### src/rtl/aes_pkg.sv
// Shared AES-128 key-schedule definitions: sizes, controller state type and
// the GF(2^8) helpers that build the S-box without a lookup table.
package aes_pkg;

    localparam int AES_NR   = 10;
    localparam int AES_KW   = 128;
    localparam int RK_IDX_W = 4;

    typedef enum logic [0:0] {
        ST_IDLE   = 1'b0,
        ST_EXPAND = 1'b1
    } state_e;

    function automatic logic [7:0] xtime(input logic [7:0] a);
        return {a[6:0], 1'b0} ^ (a[7] ? 8'h1b : 8'h00);
    endfunction

    function automatic logic [7:0] gf_mul(input logic [7:0] a, input logic [7:0] b);
        logic [7:0] p;
        logic [7:0] aa;
        p  = 8'h00;
        aa = a;
        for (int i = 0; i < 8; i++) begin
            if (b[i]) begin
                p = p ^ aa;
            end
            aa = xtime(aa);
        end
        return p;
    endfunction

    // a^254 is the multiplicative inverse in GF(2^8), and maps 0 to 0 as the S-box needs.
    function automatic logic [7:0] gf_inv(input logic [7:0] a);
        logic [7:0] sq;
        logic [7:0] acc;
        sq  = a;
        acc = 8'h01;
        for (int k = 1; k < 8; k++) begin
            sq  = gf_mul(sq, sq);
            acc = gf_mul(acc, sq);
        end
        return acc;
    endfunction

    function automatic logic [7:0] sbox(input logic [7:0] a);
        logic [7:0] b;
        b = gf_inv(a);
        return b ^ {b[6:0], b[7]} ^ {b[5:0], b[7:6]} ^ {b[4:0], b[7:5]}
                 ^ {b[3:0], b[7:4]} ^ 8'h63;
    endfunction

    function automatic logic [31:0] sub_word(input logic [31:0] w);
        return {sbox(w[31:24]), sbox(w[23:16]), sbox(w[15:8]), sbox(w[7:0])};
    endfunction

    function automatic logic [31:0] rot_word(input logic [31:0] w);
        return {w[23:0], w[31:24]};
    endfunction

    function automatic logic [7:0] rcon(input logic [RK_IDX_W-1:0] rc);
        logic [7:0] r;
        case (rc)
            4'd0:    r = 8'h01;
            4'd1:    r = 8'h02;
            4'd2:    r = 8'h04;
            4'd3:    r = 8'h08;
            4'd4:    r = 8'h10;
            4'd5:    r = 8'h20;
            4'd6:    r = 8'h40;
            4'd7:    r = 8'h80;
            4'd8:    r = 8'h1b;
            4'd9:    r = 8'h36;
            default: r = 8'h00;
        endcase
        return r;
    endfunction

endpackage

### src/rtl/key_expander_keygen.sv
// One AES-128 KeyGen step: derives round key rc+1 from round key rc.
// Word w0 sits in kin[127:96].
module key_expander_keygen
    import aes_pkg::*;
(
    input  logic [RK_IDX_W-1:0] rc,
    input  logic [AES_KW-1:0]   kin,
    output logic [AES_KW-1:0]   kout
);

    logic [31:0] w0;
    logic [31:0] w1;
    logic [31:0] w2;
    logic [31:0] w3;
    logic [31:0] t;
    logic [31:0] w4;
    logic [31:0] w5;
    logic [31:0] w6;
    logic [31:0] w7;

    // Word recurrence of the key schedule.
    always_comb begin
        w0   = kin[127:96];
        w1   = kin[95:64];
        w2   = kin[63:32];
        w3   = kin[31:0];
        t    = sub_word(rot_word(w3)) ^ {rcon(rc), 24'h000000};
        w4   = w0 ^ t;
        w5   = w1 ^ w4;
        w6   = w2 ^ w5;
        w7   = w3 ^ w6;
        kout = {w4, w5, w6, w7};
    end

endmodule

### src/rtl/key_expander.sv
// Sequential AES-128 key schedule: one KeyGen step per clock into an
// 11-entry round-key buffer with a registered read port.
module key_expander
    import aes_pkg::*;
#(
    parameter int NR = AES_NR,
    parameter int KW = AES_KW
)
(
    input  logic                clk,
    input  logic                rst,
    input  logic                start,
    input  logic [KW-1:0]       key_in,
    output logic                ready,
    output logic                done,
    output logic                keys_valid,
    input  logic [RK_IDX_W-1:0] rd_addr,
    output logic [KW-1:0]       rd_key
);

    localparam logic [RK_IDX_W-1:0] RC_LAST = RK_IDX_W'(NR - 1);
    localparam logic [RK_IDX_W-1:0] RD_MAX  = RK_IDX_W'(NR);

    state_e              state_r;
    logic [RK_IDX_W-1:0] rc_r;
    logic [KW-1:0]       cur_r;
    logic                done_r;
    logic                keys_valid_r;
    logic [KW-1:0]       rd_key_r;
    logic [KW-1:0]       rk_r [0:NR];
    logic [KW-1:0]       nxt_s;
    logic                accept_s;
    logic                step_s;

    key_expander_keygen u_keygen (
        .rc   (rc_r),
        .kin  (cur_r),
        .kout (nxt_s)
    );

    // Decode buffer write enables from the controller state.
    always_comb begin
        accept_s = (state_r == ST_IDLE) && start;
        step_s   = (state_r == ST_EXPAND);
    end

    // Controller: load on accepted start, then step until the last round key.
    always_ff @(posedge clk) begin
        if (rst) begin
            state_r      <= ST_IDLE;
            rc_r         <= {RK_IDX_W{1'b0}};
            cur_r        <= {KW{1'b0}};
            done_r       <= 1'b0;
            keys_valid_r <= 1'b0;
        end else begin
            done_r <= 1'b0;
            case (state_r)
                ST_IDLE: begin
                    if (start) begin
                        cur_r        <= key_in;
                        rc_r         <= {RK_IDX_W{1'b0}};
                        keys_valid_r <= 1'b0;
                        state_r      <= ST_EXPAND;
                    end
                end
                ST_EXPAND: begin
                    cur_r <= nxt_s;
                    if (rc_r == RC_LAST) begin
                        rc_r         <= {RK_IDX_W{1'b0}};
                        done_r       <= 1'b1;
                        keys_valid_r <= 1'b1;
                        state_r      <= ST_IDLE;
                    end else begin
                        rc_r <= rc_r + RK_IDX_W'(1);
                    end
                end
                default: begin
                    state_r <= ST_IDLE;
                end
            endcase
        end
    end

    // Round-key buffer write port; contents are left untouched by reset.
    always_ff @(posedge clk) begin
        if (!rst) begin
            if (accept_s) begin
                rk_r[0] <= key_in;
            end else if (step_s) begin
                rk_r[rc_r + RK_IDX_W'(1)] <= nxt_s;
            end
        end
    end

    // Registered read port; a same-edge write is not forwarded.
    always_ff @(posedge clk) begin
        if (rst) begin
            rd_key_r <= {KW{1'b0}};
        end else if (rd_addr <= RD_MAX) begin
            rd_key_r <= rk_r[rd_addr];
        end else begin
            rd_key_r <= {KW{1'b0}};
        end
    end

    assign ready      = (state_r == ST_IDLE);
    assign done       = done_r;
    assign keys_valid = keys_valid_r;
    assign rd_key     = rd_key_r;

endmodule

### config.mk
export PLATFORM = sky130hd
export DESIGN_NAME = key_expander
export DESIGN_NICKNAME = d
export VERILOG_FILES = /design/src/rtl/aes_pkg.sv /design/src/rtl/key_expander_keygen.sv /design/src/rtl/key_expander.sv
export SDC_FILE = /design/constraint.sdc
export NUM_CORES = 2
export LEC_CHECK = 0
export ABC_CLOCK_PERIOD_IN_PS = 25000
export CELL_PAD_IN_SITES_DETAIL_PLACEMENT = 0
export CELL_PAD_IN_SITES_GLOBAL_PLACEMENT = 2
export CORE_UTILIZATION = 42
export CTS_CLUSTER_DIAMETER = 50
export DETAILED_ROUTE_END_ITERATION = 8
export PLACE_DENSITY_LB_ADDON = 0.1
export RECOVER_POWER = 100
export SYNTH_ARGS = -nofsm -noshare
export SYNTH_HDL_FRONTEND = slang
export SYNTH_SLANG_ARGS = --single-unit
### constraint.sdc
create_clock -name clk -period 25 [get_ports clk]
set_input_delay 3.75 -clock clk [delete_from_list [all_inputs] [get_ports clk]]
set_output_delay 3.75 -clock clk [all_outputs]
set_load 0.1 [all_outputs]
==> run_summary.xml <==
<?xml version="1.0" encoding="UTF-8"?>
<metrics>
  <group name="outcome">
    <metric name="outcome" unit="">finished, violations left</metric>
    <metric name="failed_checks" unit="">capacitance limit, slew limit</metric>
  </group>
  <group name="final_layout">
    <metric name="most_frequent_cells_in_the_layout" unit="">1621 x sky130_fd_sc_hd__xnor2_1, 1408 x sky130_fd_sc_hd__edfxtp_1, 1319 x sky130_fd_sc_hd__nor2_1</metric>
    <metric name="layout-drive-gt1-share" unit="">0.102</metric>
    <metric name="multi_input_area" unit="mm^2">0.0710</metric>
    <metric name="fill_cells" unit="">26800</metric>
    <metric name="final_area" unit="mm^2">0.135</metric>
    <metric name="final_common_cell" unit="">sky130_fd_sc_hd__xnor2_1</metric>
    <metric name="area.growth.synth_to_final" unit="%">10.4</metric>
    <metric name="register_area" unit="mm^2">0.0477</metric>
    <metric name="finalNetCount" unit="">12000</metric>
  </group>
  <group name="detailed_routing">
    <metric name="route.final.wire_length" unit="um">402000</metric>
    <metric name="detailedRoute.firstIterationViolations" unit="">7866</metric>
    <metric name="antenna_left" unit="">0</metric>
    <metric name="post_drt_via_cell_ratio" unit="">5.76</metric>
    <metric name="routed_wire_length_per_instance" unit="um">25.3</metric>
    <metric name="drt_pass_1_iters" unit="">6</metric>
    <metric name="routed-via-count" unit="">91600</metric>
    <metric name="drc" unit="">0</metric>
  </group>
  <group name="place">
    <metric name="detailedPlacementHpwl" unit="um">270000</metric>
    <metric name="detailed_place.area" unit="mm^2">0.130</metric>
    <metric name="gp_routability_congestion" unit="">0.855</metric>
    <metric name="port-buffer-count" unit="">265</metric>
    <metric name="preCtsSetupSlack" unit="ns">4.41</metric>
  </group>
  <group name="critical_path">
    <metric name="setup.worst_path.class" unit="">reg2reg</metric>
    <metric name="longest_individual_stage_delay_on_the_worst_path" unit="ns">1.04</metric>
    <metric name="crit_top_cell" unit="">sky130_fd_sc_hd__xnor2_1</metric>
    <metric name="critPathLaunchType" unit="">flip-flop</metric>
    <metric name="crit_slowest_cell" unit="">sky130_fd_sc_hd__clkbuf_1</metric>
    <metric name="end_kind" unit="">flip-flop</metric>
    <metric name="timing.critical_path.arrival" unit="ns">22.47</metric>
    <metric name="worst-endpoint-required" unit="ns">25.47</metric>
    <metric name="critical_path.max_fanout" unit="">18</metric>
  </group>
  <group name="synth">
    <metric name="synth_enable_flop_cells" unit="">1408</metric>
    <metric name="synth_area" unit="mm^2">0.122</metric>
    <metric name="synthDominantAreaCellType" unit="">sky130_fd_sc_hd__edfxtp_1</metric>
    <metric name="ys_ff_latch" unit="">1679</metric>
    <metric name="synthesis.yosys.warnings" unit="">0</metric>
    <metric name="synth_cell_type_count" unit="">123</metric>
    <metric name="synthesis.nets" unit="">12000</metric>
    <metric name="synth_top_area_share" unit="">0.346</metric>
    <metric name="synth_cells" unit="">11800</metric>
    <metric name="sequential_area_share_after_synthesis" unit="">0.390</metric>
    <metric name="synth_ff_type" unit="">sky130_fd_sc_hd__edfxtp_1</metric>
    <metric name="top_post_synthesis_cells_by_area" unit="">sky130_fd_sc_hd__edfxtp_1 35%, sky130_fd_sc_hd__xnor2_1 12%, sky130_fd_sc_hd__xnor3_1 5.3%</metric>
    <metric name="mean_area_per_synthesized_cell" unit="um^2">10.3</metric>
    <metric name="synth-async-reset-ratio" unit="">0</metric>
  </group>
  <group name="global_route">
    <metric name="gr-usage-all-layers" unit="">0.268</metric>
    <metric name="antenna_violations_before_repair" unit="">37</metric>
    <metric name="grt_max_degree" unit="">137</metric>
    <metric name="grt.overflow.total" unit="">0</metric>
    <metric name="global_route_wire_length_before_repair" unit="um">595000</metric>
    <metric name="via_count_of_the_first_global_routing_pass" unit="">88000</metric>
  </group>
  <group name="clock_tree">
    <metric name="clockRootBuffer" unit="">sky130_fd_sc_hd__clkbuf_16</metric>
    <metric name="postCtsSetupBuffers" unit="">0</metric>
    <metric name="cts-buffers-inserted" unit="">175</metric>
    <metric name="clk_pin_slew_worst_paths" unit="ns">0.06</metric>
    <metric name="number_of_buffers_inserted_for_hold_repair_after_clock_tree_synthesis" unit="">0</metric>
    <metric name="clock_tree_from_tritoncts" unit="">done</metric>
    <metric name="cts_max_level" unit="">4</metric>
    <metric name="post_cts_resize_count" unit="">0</metric>
    <metric name="cts.sink_count" unit="">1679</metric>
    <metric name="worst_skew_pair.late_latency" unit="ns">0.83</metric>
    <metric name="cts_max_path_buffers" unit="">3</metric>
  </group>
  <group name="timing">
    <metric name="maxSlewViolCount" unit="">1972</metric>
    <metric name="finalHoldViolCount" unit="">0</metric>
    <metric name="post-route-period-util" unit="">0.880</metric>
    <metric name="slew-limit-headroom" unit="">-4.88</metric>
    <metric name="worst_hold_check_slack" unit="ns">0.506</metric>
    <metric name="rsz0062_at_grt" unit="">no</metric>
    <metric name="timing.final.ws_setup" unit="ns">3.00</metric>
    <metric name="min_period" unit="ns">22.00</metric>
    <metric name="worst-slew-pin-transition" unit="ns">8.82</metric>
    <metric name="sum_neg_setup_slack" unit="ns">0</metric>
    <metric name="report.final.setup_viol" unit="">0</metric>
    <metric name="finalClockSkew" unit="ns">0.0508</metric>
    <metric name="fmax" unit="MHz">45.5</metric>
  </group>
  <group name="die">
    <metric name="core-area" unit="mm^2">0.289</metric>
    <metric name="io-pin-count" unit="">266</metric>
    <metric name="die_area" unit="mm^2">0.293</metric>
    <metric name="die_width" unit="um">541</metric>
    <metric name="starting_density_of_the_core" unit="">0.423</metric>
    <metric name="rows" unit="">197</metric>
    <metric name="die_height" unit="um">541</metric>
  </group>
  <group name="run">
    <metric name="timing.max_cap.violations" unit="">59</metric>
  </group>
  <group name="min_path">
    <metric name="min_path_type" unit="">reg2reg</metric>
  </group>
</metrics>
[critical path, delay by kind of cell (launching register included)]
family	cells	cell delay, ns
AO/OA/AOI/OAI	6	1.95
XOR/XNOR	32	14.07
adder cells (fa/ha/maj)	1	0.41
buffers and inverters	2	1.44
flip-flops	1	0.60
multiplexers	1	0.37
AND/OR/NAND/NOR	10	2.74
[area by class of cell]
type | count | share of cell area
multi-input cells | 9220 | 0.526
flip-flops and latches | 1679 | 0.353
repair buffers | 667 | 0.0394
well taps | 3880 | 0.0360
clock buffers | 236 | 0.0353
clock inverters | 90 | 0.00675
inverters | 114 | 0.00319
diodes | 12 | 0.000222
[final timing paths]
kind,start,slack [ns],depth (start not counted),to
worst min-delay path,keys_valid$_SDFFE_PP0P_,0.51,2,keys_valid$_SDFFE_PP0P_
worst min register to register,keys_valid$_SDFFE_PP0P_,0.51,2,keys_valid$_SDFFE_PP0P_
worst max-delay path,cur_r[7]$_SDFFE_PP0N_,3.00,52,rk_r[0][14]$_DFFE_PP_
worst max register to register,cur_r[7]$_SDFFE_PP0N_,3.00,52,rk_r[0][14]$_DFFE_PP_
[per-layer routing]
layer	share of wire	routed length [um]	vias up	GRT usage
met3	0.050	20300	424	0.0228
met2	0.48	191000	2681	0.442
met4	0.025	10100	4	0.0680
li1	-	-	42500	-
met1	0.45	181000	46000	0.377
met5	0.000052	21	-	0
[kinds of logic (layout without fill, tap and decap cells)]
logic type / count (synthesis) / count (layout) / share of synthesized area
AND/OR/NAND/NOR: 3370 / 3370 / 0.121
XOR/XNOR: 2655 / 2655 / 0.242
AO/OA/AOI/OAI: 2450 / 2450 / 0.126
flip-flops: 1679 / 1679 / 0.390
buffers and inverters: 923 / 1107 / 0.0312
multiplexers: 720 / 720 / 0.0865
adder cells (fa/ha/maj): 25 / 25 / 0.00248
other: 0 / 12 / 0
[synthesized netlist by cell type (105+ instances only)]
| cell type | n |
|---|---|
| sky130_fd_sc_hd__a211oi_1 | 336 |
| sky130_fd_sc_hd__a21oi_1 | 784 |
| sky130_fd_sc_hd__buf_1 | 105 |
| sky130_fd_sc_hd__buf_2 | 122 |
| sky130_fd_sc_hd__clkbuf_1 | 537 |
| sky130_fd_sc_hd__dfxtp_1 | 271 |
| sky130_fd_sc_hd__edfxtp_1 | 1408 |
| sky130_fd_sc_hd__mux2i_1 | 361 |
| sky130_fd_sc_hd__mux4_2 | 259 |
| sky130_fd_sc_hd__nand2_1 | 1049 |
| sky130_fd_sc_hd__nand3_1 | 189 |
| sky130_fd_sc_hd__nor2_1 | 1322 |
| sky130_fd_sc_hd__nor2b_1 | 202 |
| sky130_fd_sc_hd__nor3_1 | 213 |
| sky130_fd_sc_hd__o21ai_0 | 509 |
| sky130_fd_sc_hd__o22ai_1 | 120 |
| sky130_fd_sc_hd__xnor2_1 | 1649 |
| sky130_fd_sc_hd__xnor3_1 | 285 |
| sky130_fd_sc_hd__xor2_1 | 492 |
[metrics by stage]
| stage | instances | util |
|---|---|---|
| CTS | 15900 | 0.470 |
| floorplan | 11800 | - |
| global route | 15900 | 0.468 |
| global placement | 15600 | 0.450 |
| finish | 15900 | 0.468 |
| detailed placement | 15600 | 0.450 |
[sequential cells by signal (all words and copies together) (netlist names), named ones only]
signal / cells
done: 1
cur_r: 128
rk_r: 1408
rd_key: 128
rc_r: 4
keys_valid: 1
state_r: 1
Power is left out: the tool's default activity adds up to more than one toggle a clock period on the data nets, which glitch-free logic cannot reach.
